[config.mk]
export PLATFORM = sky130hd
export DESIGN_NAME = wb_timer_bank
export DESIGN_NICKNAME = d
export VERILOG_FILES = /design/src/rtl/wb_timer_pkg.sv /design/src/rtl/wb_timer_channel.sv /design/src/rtl/wb_timer_bank.sv
export SDC_FILE = /design/constraint.sdc
export NUM_CORES = 1
export LEC_CHECK = 0
export BUFFER_PORTS_ARGS = -buffer_cell sky130_fd_sc_hd__buf_2
export CORE_AREA = 2 2 182 273
export CTS_BUF_LIST = sky130_fd_sc_hd__clkbuf_4
export CTS_CLUSTER_SIZE = 12
export DETAILED_ROUTE_END_ITERATION = 16
export DIE_AREA = 0 0 184 275
export MAX_ROUTING_LAYER = met4
export PLACE_DENSITY = 0.52
export SYNTH_ARGS = -nofsm -noshare
export SYNTH_HDL_FRONTEND = slang
export SYNTH_SLANG_ARGS = --single-unit
[constraint.sdc]
create_clock -name wb_clk_i -period 3.2 [get_ports wb_clk_i]
set_clock_uncertainty 0.1 [all_clocks]
set_input_delay 0.8 -clock wb_clk_i [delete_from_list [all_inputs] [get_ports wb_clk_i]]
set_output_delay 0.8 -clock wb_clk_i [all_outputs]
set_load 0.05 [all_outputs]
[src/rtl/wb_timer_pkg.sv]
// ============================================================================
// Module : wb_timer_pkg
// Desc   : Register offsets, CTRL bit indices and byte-lane helpers.
// Rev    : 1.0
// ============================================================================
`default_nettype none

package wb_timer_pkg;

    localparam int unsigned CH_STRIDE    = 'h10;
    localparam int unsigned OFF_CTRL     = 'h0;
    localparam int unsigned OFF_PERIOD   = 'h4;
    localparam int unsigned OFF_CMP      = 'h8;
    localparam int unsigned OFF_COUNT    = 'hC;
    localparam int unsigned OFF_STATUS   = 'h100;
    localparam int unsigned OFF_PRESCALE = 'h104;
    localparam int unsigned OFF_IRQEN    = 'h108;

    localparam int CTRL_EN      = 0;
    localparam int CTRL_ONESHOT = 1;
    localparam int CTRL_INV     = 2;

    function automatic logic [31:0] lane_mask(input logic [3:0] sel);
        return {{8{sel[3]}}, {8{sel[2]}}, {8{sel[1]}}, {8{sel[0]}}};
    endfunction

    // Replace only the enabled byte lanes of old_v with new_v.
    function automatic logic [31:0] sel_merge(input logic [31:0] old_v,
                                              input logic [31:0] new_v,
                                              input logic [3:0]  sel);
        return (old_v & ~lane_mask(sel)) | (new_v & lane_mask(sel));
    endfunction

endpackage

`default_nettype wire

[src/rtl/wb_timer_channel.sv]
// ============================================================================
// Module : wb_timer_channel
// Desc   : One timer/PWM channel: CTRL, PERIOD, COMPARE, COUNT and pwm output.
// Rev    : 1.0
// ============================================================================
`default_nettype none

module wb_timer_channel
    import wb_timer_pkg::*;
#(
    parameter int WIDTH = 16
) (
    input  logic             i_clk,
    input  logic             i_rst_n,
    input  logic             i_tick,
    input  logic             i_wr_ctrl,
    input  logic             i_wr_period,
    input  logic             i_wr_cmp,
    input  logic             i_wr_count,
    input  logic [31:0]      i_wdata,
    input  logic [3:0]       i_sel,
    output logic [2:0]       o_ctrl,
    output logic [WIDTH-1:0] o_period,
    output logic [WIDTH-1:0] o_cmp,
    output logic [WIDTH-1:0] o_count,
    output logic             o_wrap,
    output logic             o_pwm
);

    logic [2:0]       r_ctrl;
    logic [WIDTH-1:0] r_period;
    logic [WIDTH-1:0] r_cmp;
    logic [WIDTH-1:0] r_count;
    logic             r_pwm;
    logic             w_en;
    logic             w_step;

    assign w_en   = r_ctrl[CTRL_EN];
    assign w_step = i_tick & w_en;
    // A counter above PERIOD simply rolls over modulo 2^WIDTH without a wrap event.
    assign o_wrap = w_step & (r_count == r_period);

    always_ff @(posedge i_clk or negedge i_rst_n) begin
        if (!i_rst_n) begin
            r_ctrl   <= '0;
            r_period <= '0;
            r_cmp    <= '0;
            r_count  <= '0;
            r_pwm    <= 1'b0;
        end else begin
            if (i_wr_ctrl)
                r_ctrl <= 3'(sel_merge(32'(r_ctrl), i_wdata, i_sel));
            else if (o_wrap && r_ctrl[CTRL_ONESHOT])
                r_ctrl[CTRL_EN] <= 1'b0;

            if (i_wr_period)
                r_period <= WIDTH'(sel_merge(32'(r_period), i_wdata, i_sel));
            if (i_wr_cmp)
                r_cmp <= WIDTH'(sel_merge(32'(r_cmp), i_wdata, i_sel));

            if (i_wr_count)
                r_count <= WIDTH'(sel_merge(32'(r_count), i_wdata, i_sel));
            else if (o_wrap)
                r_count <= '0;
            else if (w_step)
                r_count <= r_count + WIDTH'(1);

            r_pwm <= w_en ? ((r_count < r_cmp) ^ r_ctrl[CTRL_INV]) : r_ctrl[CTRL_INV];
        end
    end

    assign o_ctrl   = r_ctrl;
    assign o_period = r_period;
    assign o_cmp    = r_cmp;
    assign o_count  = r_count;
    assign o_pwm    = r_pwm;

endmodule

`default_nettype wire

[src/rtl/wb_timer_bank.sv]
// ============================================================================
// Module : wb_timer_bank
// Desc   : Wishbone slave bank of NUM_CH timer/PWM channels, shared prescaler, IRQ.
// Rev    : 1.0
// ============================================================================
`default_nettype none

module wb_timer_bank
    import wb_timer_pkg::*;
#(
    parameter int          NUM_CH    = 4,
    parameter int          WIDTH     = 16,
    parameter logic [31:0] BASE_ADDR = 32'h3000_0000,
    parameter int          ADDR_W    = 12
) (
    input  logic              wb_clk_i,
    input  logic              wb_rst_ni,
    input  logic              wbs_cyc_i,
    input  logic              wbs_stb_i,
    input  logic              wbs_we_i,
    input  logic [3:0]        wbs_sel_i,
    input  logic [31:0]       wbs_adr_i,
    input  logic [31:0]       wbs_dat_i,
    output logic              wbs_ack_o,
    output logic [31:0]       wbs_dat_o,
    output logic [NUM_CH-1:0] pwm_o,
    output logic              irq_o
);

    localparam int CH_SHIFT = $clog2(CH_STRIDE);
    localparam int IDX_W    = ADDR_W - CH_SHIFT;

    logic              r_ack;
    logic [31:0]       r_dat;
    logic [15:0]       r_psc;
    logic [15:0]       r_prescale;
    logic [NUM_CH-1:0] r_status;
    logic [NUM_CH-1:0] r_irq_en;
    logic              r_irq;

    logic              w_hit;
    logic              w_acc;
    logic              w_wr;
    logic              w_tick;
    logic              w_in_ch;
    logic [ADDR_W-1:0] w_off;
    logic [IDX_W-1:0]  w_idx;
    logic [CH_SHIFT-1:0] w_fld;
    logic [NUM_CH-1:0] w_w1c;
    logic [NUM_CH-1:0] w_wrap;
    logic [NUM_CH-1:0] w_pwm;
    logic [31:0]       w_rdata;
    logic              w_unused_ok;

    logic [2:0]        w_ctrl   [NUM_CH];
    logic [WIDTH-1:0]  w_period [NUM_CH];
    logic [WIDTH-1:0]  w_cmp    [NUM_CH];
    logic [WIDTH-1:0]  w_count  [NUM_CH];

    assign w_hit   = wbs_cyc_i & wbs_stb_i & (wbs_adr_i[31:ADDR_W] == BASE_ADDR[31:ADDR_W]);
    // One access per ack pulse: a request is only accepted while ack is low.
    assign w_acc   = w_hit & ~r_ack;
    assign w_wr    = w_acc & wbs_we_i;
    assign w_off   = {wbs_adr_i[ADDR_W-1:2], 2'b00};
    assign w_idx   = w_off[ADDR_W-1:CH_SHIFT];
    assign w_fld   = w_off[CH_SHIFT-1:0];
    assign w_in_ch = (w_idx < IDX_W'(NUM_CH));
    assign w_tick  = (r_psc == r_prescale);
    assign w_w1c   = (w_wr && w_off == ADDR_W'(OFF_STATUS))
                   ? NUM_CH'(wbs_dat_i & lane_mask(wbs_sel_i)) : '0;
    assign w_unused_ok = &{1'b0, wbs_adr_i[1:0]};

    generate
        for (genvar i = 0; i < NUM_CH; i++) begin : g_ch
            logic w_sel_ch;
            assign w_sel_ch = w_wr & w_in_ch & (w_idx == IDX_W'(i));

            wb_timer_channel #(
                .WIDTH (WIDTH)
            ) u_ch (
                .i_clk       (wb_clk_i),
                .i_rst_n     (wb_rst_ni),
                .i_tick      (w_tick),
                .i_wr_ctrl   (w_sel_ch & (w_fld == CH_SHIFT'(OFF_CTRL))),
                .i_wr_period (w_sel_ch & (w_fld == CH_SHIFT'(OFF_PERIOD))),
                .i_wr_cmp    (w_sel_ch & (w_fld == CH_SHIFT'(OFF_CMP))),
                .i_wr_count  (w_sel_ch & (w_fld == CH_SHIFT'(OFF_COUNT))),
                .i_wdata     (wbs_dat_i),
                .i_sel       (wbs_sel_i),
                .o_ctrl      (w_ctrl[i]),
                .o_period    (w_period[i]),
                .o_cmp       (w_cmp[i]),
                .o_count     (w_count[i]),
                .o_wrap      (w_wrap[i]),
                .o_pwm       (w_pwm[i])
            );
        end
    endgenerate

    always_comb begin
        w_rdata = '0;
        if (w_in_ch) begin
            for (int n = 0; n < NUM_CH; n++) begin
                if (w_idx == IDX_W'(n)) begin
                    case (w_fld)
                        CH_SHIFT'(OFF_CTRL):   w_rdata = 32'(w_ctrl[n]);
                        CH_SHIFT'(OFF_PERIOD): w_rdata = 32'(w_period[n]);
                        CH_SHIFT'(OFF_CMP):    w_rdata = 32'(w_cmp[n]);
                        CH_SHIFT'(OFF_COUNT):  w_rdata = 32'(w_count[n]);
                        default:               w_rdata = '0;
                    endcase
                end
            end
        end else if (w_off == ADDR_W'(OFF_STATUS)) begin
            w_rdata = 32'(r_status);
        end else if (w_off == ADDR_W'(OFF_PRESCALE)) begin
            w_rdata = 32'(r_prescale);
        end else if (w_off == ADDR_W'(OFF_IRQEN)) begin
            w_rdata = 32'(r_irq_en);
        end
    end

    always_ff @(posedge wb_clk_i or negedge wb_rst_ni) begin
        if (!wb_rst_ni) begin
            r_ack      <= 1'b0;
            r_dat      <= '0;
            r_psc      <= '0;
            r_prescale <= '0;
            r_status   <= '0;
            r_irq_en   <= '0;
            r_irq      <= 1'b0;
        end else begin
            r_ack <= w_acc;
            r_dat <= (w_acc && !wbs_we_i) ? w_rdata : '0;
            r_psc <= w_tick ? '0 : r_psc + 16'd1;
            if (w_wr && w_off == ADDR_W'(OFF_PRESCALE))
                r_prescale <= 16'(sel_merge(32'(r_prescale), wbs_dat_i, wbs_sel_i));
            if (w_wr && w_off == ADDR_W'(OFF_IRQEN))
                r_irq_en <= NUM_CH'(sel_merge(32'(r_irq_en), wbs_dat_i, wbs_sel_i));
            // Hardware set is OR-ed in after the clear so a same-cycle wrap is never lost.
            r_status <= (r_status & ~w_w1c) | w_wrap;
            r_irq    <= |(r_status & r_irq_en);
        end
    end

    assign wbs_ack_o = r_ack;
    assign wbs_dat_o = r_dat;
    assign pwm_o     = w_pwm;
    assign irq_o     = r_irq;

endmodule

`default_nettype wire
==> results.md <==
- CP max stage delay: roughly 530 ps
- RSZ-0062 raised after global routing: false
- Final #Nets: about 2,000
- 1st-pass router iterations: 5
- Core Box Area: slightly below 0.05 mm^2
- Maximum clock path buffer count: 3
- Post-route setup TNS: 0 ps
- Initial Utilization: about a third
- Ys Warns: 0
- Fill count: between 4,000 and 5,000
- Critical Path Slowest Stage Cell: or4b_1
- Fin crit share: between 90% and 100%
- Share of the synthesized area in the top cell type: between 40% and 50%
- Setup violations, final: 0
- Die H: around 280 um
- Finished Layout Cells: 2,552
- Leakage: around 9.0 nW
- Num CTS Buffers: 73
- Max Fclk: around 330 MHz
- Fin. max-slew vios: 0
- WHS: roughly 260 ps
- Post-Syn Area: about 0.017 mm^2
- CTS tree: built
- Largest area contributor in the netlist: dfrtp_1
- Total Power: slightly above 7 mW
- Pwr Density: between 300 and 400 mW/mm^2
- GRT Util Overall: roughly a quarter
- First-pass GRT wire length: approximately 94,000 um
- Post-Syn Instances: roughly 1,700
- CTS root buffer: clkbuf_4
- PortBufs: 74
- DP HPWL: 46,700 um
- # rows: just under 100
- Drt first-iter violations: between 900 and 1,000
- Vias in the first global route: roughly 15,000
- DRC: 0
- Slew margin rel.: between 40% and 50%
- Worst vdd ir: 0.000164 V
- Die area: 0.0506 mm^2
- Synthesis-to-layout area growth: 17.1%
- Via count: 14,600
- Slack of the critical path: 181 ps
- Setup WS pre-CTS: -428 ps
- Sequential area share after synthesis: about two fifths
- Clock transition at the registers of the reported paths: ~80 ps
- Yosys cell types: between 80 and 90
- Period minus WS final: between 3000 and 4000 ps
- Status: finished, final reports clean
- Synthesized area per cell: 9.78 um^2
- Detailed Route WL: 62,900 um
- Total congestion overflow: 0
- Crit-path cells: or4b_1 -> nor4_4 -> and3_1 -> buf_4 -> and4_1 -> buf_4 -> nand2_1 -> mux2_2
- Synth top area cells: dfrtp_1 (40%), mux2_2 (11%), ha_1 (4.9%), o21ai_0 (3.2%), xnor2_1 (2.6%)
- DIE WIDTH: 184 um
- Startpoint Class: register
- Clk Latency, worst-skew pair: between 700 and 800 ps
- Final hold vios: 0
- Antenna violations before repair: 3
- Htree depth: 3
- Post-DRT Antenna Nets: 0
- #FFs+latches synth: ~270
- Clk sinks: between 200 and 300
- Commonest non-fill, non-tap cells in the layout: dfrtp_1 (266), mux2_2 (165), buf_4 (135)
- Post-Place Cells: between 2,000 and 2,500
- Worst-Margin Slew: 783 ps
- Pin count of the biggest net entering global routing: 62
- Avg WL per Cell: 24.7 um
- Critical Path RT: about 3700 ps
- Post-synth EDFFs: 0
- Kind of critical path: register to register
- HP Class: input pin to register
- Num ports: 111
- Crit path DAT: between 3000 and 4000 ps
- Max Cap Viol: 0
- Post-synth ARST share: between 90% and 100%
- Post-DR vias/cell: around 5.7
- Fraction of layout cells with a size suffix above 1: between 20% and 30%
- CP endpoint kind: register
- Final GP Congestion: between 0.9 and 1
- CP dominant cell by count: buf_4
- Commonest non-fill, non-tap cell in the layout: dfrtp_1
- Post-CTS Setup Bufs: 0
- Primary FF master, synth: dfrtp_1
- Max FO, Critical Path: 8
report_power, final:
group	switching (mW)	total [mW]	internal [mW]	leakage, nW
sequential	0.00000341	3.36	3.36	3.61
clock	1.56	3.18	1.62	0.535
combinational	0.408	0.541	0.134	4.89
total	1.97	7.08	5.11	9.04
Yosys cell counts, drive strengths merged (26+ instances only):
cell type and count:
inv 87, ha 65, xnor2 50, o21ai 109, buf 45, nand2 116
xor2 50, dfrtp 266, a22oi 37, clkbuf 77, a21oi 70, nor2 100
and3 31, a221oi 26, nand4 36, mux2 173, nor3 28, nand3 77
final cells by class:
class | instances | area [um^2] | share of cell area [%]
inverters | 87 | 327 | 1.68
diodes | 3 | 7.51 | 0.0385
clock buffers | 101 | 758 | 3.89
multi-input cells | 1241 | 9170 | 47.0
repair buffers | 222 | 1660 | 8.51
clock inverters | 26 | 154 | 0.790
flip-flops and latches | 266 | 6660 | 34.2
well taps | 606 | 758 | 3.89
kinds of logic (layout without fill, tap and decap cells):
| family | after synthesis | in the layout | synth area share [%] |
|---|---|---|---|
| and+or+nand+nor | 494 | 494 | 15.4 |
| buffers and inverters | 209 | 436 | 5.34 |
| other | 1 | 19 | 0.0225 |
| xor gates and xnor gates | 100 | 100 | 5.26 |
| DFF | 266 | 266 | 40.0 |
| AOI/OAI and AO/OA | 370 | 370 | 14.6 |
| muxes | 196 | 196 | 14.4 |
| adders and majority gates | 65 | 65 | 4.89 |
critical path: cells and delay by family (launching register included):
kind / cells / cell delay [ps]
DFF: 1 / 380
and+or+nand+nor: 5 / 1740
muxes: 1 / 380
buffers and inverters: 2 / 300
stage by stage:
stage | instance area, um^2 | utilization (%)
final | 19500 | 40.3
after global routing | 19500 | 40.3
after CTS | 19500 | 40.3
after detailed placement | 18500 | 38.4
after global placement | 18500 | 38.4
after floorplan | 16700 | -
path summary, 6_finish.rpt:
kind	from	end	slack, ps	cells after the start
setup / recovery	wbs_ack_o	register	180	8
hold / removal	wbs_dat_i[1]	register	260	3
setup reg to reg	wbs_ack_o	register	180	8
hold reg to reg	register	register	410	2
max in group asynchronous	wb_rst_ni	asynchronous set/reset pin	1730	3
min in group asynchronous	wb_rst_ni	asynchronous set/reset pin	460	2
routing by layer:
metal,GRT usage (%),up-vias,part of all wire [%]
met3,3.84,188,4.8
met2,45.1,535,51
met4,17.2,0,7.2
met5,-,-,0
li1,-,6613,-
met1,27.3,7214,37
repair_timing:
item,4_1_cts,5_1_grt
setup endpoints to repair,0,1
hold buffers,1,0
gates resized for setup,0,1
endpoints found under the hold margin,48,0
No activity file was read; power rests on OpenSTA's default activity.
